==> src/rtl/tt_um_serial_adder.sv <==
// Bit-serial two's-complement adder/subtractor: operands loaded byte-wise,
// sum formed LSB-first one bit per clock around a single carry flop.
module tt_um_serial_adder #(
  parameter int WIDTH = 8
) (
  input  logic       clk,
  input  logic       rst_n,
  input  logic [7:0] ui_in,
  output logic [7:0] uo_out,
  input  logic [7:0] uio_in,
  output logic [7:0] uio_out,
  output logic [7:0] uio_oe
);

  localparam int CNT_W = $clog2(WIDTH) + 1;

  typedef enum logic [1:0] {
    S_IDLE,
    S_RUN,
    S_DONE
  } state_t;

  state_t           r_state;
  state_t           w_state_nxt;

  logic [WIDTH-1:0] r_opa;
  logic [WIDTH-1:0] r_opb;
  logic [WIDTH-1:0] r_sa;
  logic [WIDTH-1:0] r_sb;
  logic [WIDTH-1:0] r_sr;
  logic [WIDTH-1:0] r_result;
  logic [CNT_W-1:0] r_cnt;
  logic             r_c;
  logic             r_carry;
  logic             r_ovf;
  logic             r_busy;
  logic             r_done;

  logic             w_load_a;
  logic             w_load_b;
  logic             w_start;
  logic             w_sub;
  logic             w_accept;
  logic             w_start_go;
  logic             w_load_go;
  logic             w_run;
  logic             w_last;
  logic             w_s;
  logic             w_c_nxt;
  logic             w_unused;

  // Two chained half-adder cells form one full-adder bit slice.
  function automatic logic fa_sum(input logic a, input logic b, input logic c);
    return a ^ b ^ c;
  endfunction

  function automatic logic fa_carry(input logic a, input logic b, input logic c);
    return (a & b) | (c & (a ^ b));
  endfunction

  assign w_load_a   = uio_in[0];
  assign w_load_b   = uio_in[1];
  assign w_start    = uio_in[2];
  assign w_sub      = uio_in[3];
  assign w_unused   = ^{uio_in[7:4], ui_in};

  assign w_accept   = (r_state != S_RUN);
  assign w_start_go = w_accept & w_start;
  assign w_load_go  = w_accept & ~w_start & (w_load_a | w_load_b);
  assign w_run      = (r_state == S_RUN);
  assign w_last     = w_run && (r_cnt == CNT_W'(WIDTH - 1));

  assign w_s        = fa_sum(r_sa[0], r_sb[0], r_c);
  assign w_c_nxt    = fa_carry(r_sa[0], r_sb[0], r_c);

  assign uo_out     = 8'(r_result);
  assign uio_out    = {r_busy, r_done, r_carry, r_ovf, 4'b0000};
  assign uio_oe     = 8'hE0;

  always_ff @(posedge clk or negedge rst_n) begin
    if (!rst_n) begin
      r_state <= S_IDLE;
    end else begin
      r_state <= w_state_nxt;
    end
  end

  always_comb begin
    w_state_nxt = r_state;
    case (r_state)
      S_IDLE: begin
        if (w_start) w_state_nxt = S_RUN;
      end
      S_RUN: begin
        if (w_last) w_state_nxt = S_DONE;
      end
      S_DONE: begin
        if (w_start)                   w_state_nxt = S_RUN;
        else if (w_load_a | w_load_b)  w_state_nxt = S_IDLE;
      end
      default: w_state_nxt = S_IDLE;
    endcase
  end

  always_ff @(posedge clk or negedge rst_n) begin
    if (!rst_n) begin
      r_opa    <= '0;
      r_opb    <= '0;
      r_sa     <= '0;
      r_sb     <= '0;
      r_sr     <= '0;
      r_result <= '0;
      r_cnt    <= '0;
      r_c      <= 1'b0;
      r_carry  <= 1'b0;
      r_ovf    <= 1'b0;
      r_busy   <= 1'b0;
      r_done   <= 1'b0;
    end else if (w_start_go) begin
      // Subtraction is A + ~B + 1: invert B and seed the carry with 1.
      r_sa   <= r_opa;
      r_sb   <= r_opb ^ {WIDTH{w_sub}};
      r_c    <= w_sub;
      r_cnt  <= '0;
      r_busy <= 1'b1;
      r_done <= 1'b0;
      r_ovf  <= 1'b0;
    end else if (w_load_go) begin
      if (w_load_a) r_opa <= ui_in[WIDTH-1:0];
      if (w_load_b) r_opb <= ui_in[WIDTH-1:0];
      r_done <= 1'b0;
    end else if (w_run) begin
      r_c   <= w_c_nxt;
      r_sr  <= {w_s, r_sr[WIDTH-1:1]};
      r_sa  <= r_sa >> 1;
      r_sb  <= r_sb >> 1;
      r_cnt <= r_cnt + CNT_W'(1);
      if (w_last) begin
        r_ovf    <= r_c ^ w_c_nxt;
        r_result <= {w_s, r_sr[WIDTH-1:1]};
        r_carry  <= w_c_nxt;
        r_busy   <= 1'b0;
        r_done   <= 1'b1;
      end
    end
  end

endmodule

==> config.mk <==
export PLATFORM = sky130hd
export DESIGN_NAME = tt_um_serial_adder
export DESIGN_NICKNAME = d
export VERILOG_FILES = /design/src/rtl/tt_um_serial_adder.sv
export SDC_FILE = /design/constraint.sdc
export NUM_CORES = 1
export LEC_CHECK = 0
export ABC_AREA = 1
export CELL_PAD_IN_SITES_DETAIL_PLACEMENT = 1
export CELL_PAD_IN_SITES_GLOBAL_PLACEMENT = 1
export CORE_ASPECT_RATIO = 0.8
export CORE_MARGIN = 2
export CORE_UTILIZATION = 41
export CTS_BUF_LIST = sky130_fd_sc_hd__clkbuf_4 sky130_fd_sc_hd__clkbuf_8
export DETAILED_ROUTE_END_ITERATION = 7
export GPL_ROUTABILITY_DRIVEN = 0
export PLACE_DENSITY = 0.81
export SLEW_MARGIN = 15
export SYNTH_ARGS = -nofsm -noshare
export SYNTH_HDL_FRONTEND = slang
export SYNTH_SLANG_ARGS = --single-unit
export TNS_END_PERCENT = 20
==> constraint.sdc <==
create_clock -name clk -period 1.4 [get_ports clk]
set_input_delay 0.28 -clock clk [delete_from_list [all_inputs] [get_ports clk]]
set_output_delay 0.28 -clock clk [all_outputs]
set_load 0.01 [all_outputs]
==> impl_metrics.py <==
metrics = {
    "grt": {
        "grt_use_total_pct": 17.54,
        "grt_max_degree": 32,
        "overflow": 0,
        "antenna_found_initial": 0,
        "grt_pass1_vias": 2092,
        "grt_first_pass_wirelength_um": 9687,
    },
    "layout": {
        "antenna_cells": 0,
        "finalNetCount": 371,
        "multi_input_area_um2": 945.9,
        "seqCellArea_um2": 1451,
        "areaGrowthSynthToFinish_pct": 18.17,
        "fin_util_pct": 49.76,
        "final_area_um2": 3173,
        "final_cell_mix": "109 x nand2_1, 58 x dfrtp_1, 33 x nand3_1, 30 x inv_1, 23 x o21ai_1",
        "fill_cells": 797,
        "layout-drive-gt1-share_pct": 11.86,
        "layout_commonest_cell": "nand2_1",
    },
    "die": {
        "initial_core_util_pct": 42.11,
        "die_area_um2": 7216,
        "pin_count": 42,
        "coreArea_um2": 6376,
        "die_height_um": 76.38,
        "num_rows": 26,
        "die_x_um": 94.48,
    },
    "detailed_routing": {
        "wl_um": 5657,
        "via_count": 2059,
        "drc": 0,
        "dr.pass1.iters": 4,
        "antenna_left": 0,
        "drt_iter0_drc": 57,
        "vias_per_cell": 4.701,
        "avgRoutedWirePerCell_um": 12.92,
    },
    "placement": {
        "portBuffers": 25,
        "dp_hpwl_um": 4152,
        "placed_cell_area_um2": 3015,
        "place_ws_ns": -0.09950,
    },
    "sta": {
        "min_period_over_period_pct": 92.08,
        "max_freq_ghz": 0.7757,
        "holdWs_ns": 0.4035,
        "rsz0062_at_grt": "no",
        "setup_slack_ns": 0.1108,
        "finalSetupViolations": 0,
        "fin_skew_ns": 0.004759,
        "period_minus_slack_ns": 1.289,
        "hold_viol": 0,
        "maxSlewViolCount": 0,
    },
    "synthesis": {
        "yosysWarningCount": 0,
        "ys_seq_area_share_pct": 54.05,
        "ys_seq_elements": 58,
        "synthCells": 317,
        "syn-cell-area_um2": 2685,
        "syn_avg_cell_area_um2": 8.470,
        "synth_flop_cell": "dfrtp_1",
        "synth.distinct_cells": 22,
        "synth_edf_count": 0,
        "synthArstFlopShare_pct": 100.0,
    },
    "clocking": {
        "clk_latency_ns": 0.34,
        "cts_root_buf": "clkbuf_8",
        "numCtsBuffers": 9,
        "cts.sinks": 58,
        "clk_pin_slew_ns": 0.06,
        "postCtsSetupRepairBufs": 0,
        "tritoncts": "done",
        "h-tree-depth": 3,
        "clock_path_buffers": 2,
    },
    "status": {
        "outcome": "completed",
    },
    "pwr": {
        "vdd_drop_max_uv": 695.4,
        "p_int_uw": 3943,
        "seqPwrFrac_pct": 45.0,
        "power_density_nw_per_um2": 1987,
        "p_leak_uw": 0.001674,
        "switching_power_uw": 2362,
        "clkPwrFrac_pct": 20.1,
        "sw_frac_of_total_pct": 37.46,
        "p_comb_share_pct": 34.9,
    },
    "worst_setup_path": {
        "cp.required_ns": 1.63,
        "worst_path_largest_cell_delay_ns": 0.48,
        "path_class": "register to register",
        "crit_top_cell": "nand2_1",
        "critical_path_arrival_ns": 1.52,
        "crit_chain": "fa_1 -> xor2_1 -> nand2_1 -> nand2_1",
        "start_kind": "register",
        "endpoint_kind": "register",
        "r2r_slack_ns": 0.11,
        "critPathSlowestCell": "fa_1",
        "path_max_fanout": 3,
    },
    "hold_path": {
        "hold_path_class": "input port to asynchronous set/reset pin",
    },
    "run": {
        "drv_cap": 0,
    },
}
cell type report:
type / count / share of cell area [%]
clock buffers: 10 / 4.338
clock inverters: 4 / 0.6309
inverters: 34 / 4.022
multi-input cells: 206 / 29.81
flip-flops and latches: 58 / 45.74
well taps: 84 / 3.312
repair buffers: 42 / 12.15
per-layer routing:
layer	vias up	wire length (µm)	track usage (%)
met5	-	0	0
met4	0	107	7.391
met3	11	203	4.748
met2	32	2643	26.50
met1	989	2703	23.82
li1	1027	-	-
critical path, delay by kind of cell (launching register included):
kind | cells | cell delay, ns
fa+ha+maj | 1 | 0.48
flops | 1 | 0.41
xor+xnor | 1 | 0.18
simple gates | 2 | 0.12
through the flow:
step | TNS [ns] | std cells | power, µW
global route | 0 | 438 | 6880
detailed placement | -2.184 | 423 | 5189
CTS | 0 | 438 | 6410
finish | 0 | 438 | 6306
floorplan | 0 | 327 | 4342
global placement | -1.243 | 423 | 5041
synthesized netlist by cell type (2+ instances only):
cell type | n | area, µm²
a21oi_1 | 3 | 15.01
inv_1 | 30 | 112.6
buf_4 | 18 | 135.1
o21ai_0 | 11 | 55.05
nand2_1 | 109 | 409.1
inv_2 | 4 | 15.01
nand3_4 | 2 | 35.03
nand3_1 | 33 | 165.2
nor2_1 | 4 | 15.01
o21ai_1 | 23 | 115.1
conb_1 | 2 | 7.510
buf_2 | 9 | 45.04
nand4_1 | 2 | 12.51
dfrtp_1 | 58 | 1451
buf_6 | 2 | 22.52
registers in the layout (all words and copies together), names as in the netlist:
signal   cells
uo_out       8
r_sa         8
r_cnt        4
r_busy       1
r_sb         8
r_c          1
r_opa        8
r_done       1
r_ovf        1
r_carry      1
r_opb        8
r_state      2
r_sr         7
final timing paths:
kind / end / cells past startpoint / start
max: r_ovf$_DFFE_PN0P_ / 4 / r_sa[0]$_DFFE_PN0P_
max reg2reg: r_ovf$_DFFE_PN0P_ / 4 / r_sa[0]$_DFFE_PN0P_
min reg2reg: r_sa[7]$_DFFE_PN0P_ / 2 / r_opa[7]$_DFFE_PN0P_
max in group asynchronous: r_opb[1]$_DFFE_PN0P_ / 3 / rst_n
min in group clk: r_sa[7]$_DFFE_PN0P_ / 2 / r_opa[7]$_DFFE_PN0P_
min: uo_out[5]$_DFFE_PN0P_ / 2 / rst_n
logic make-up after synthesis:
logic type	after synthesis	synth area share, %
DFF	58	54.05
xor gates and xnor gates	2	0.6525
and+or+nand+nor	153	24.60
AOI/OAI and AO/OA	37	6.896
adders and majority gates	2	1.212
other	2	0.2797
buffers and inverters	63	12.30
power by group through the flow:
stage	Combinational [µW]	Sequential [µW]	Clock, µW
floorplan	1560	2780	0
global placement	2200	2840	0
detailed placement	2320	2870	0
CTS	2250	2840	1330
global route	2560	2930	1390
finish	2200	2830	1270
what timing repair did:
item	in CTS	in global routing
cloned	0	0
hold endpoints to repair	15	0
setup endpoints to repair	12	9
gates resized for setup	12	2
hold buffers	1	0
Power figures use the tool's default switching activity.
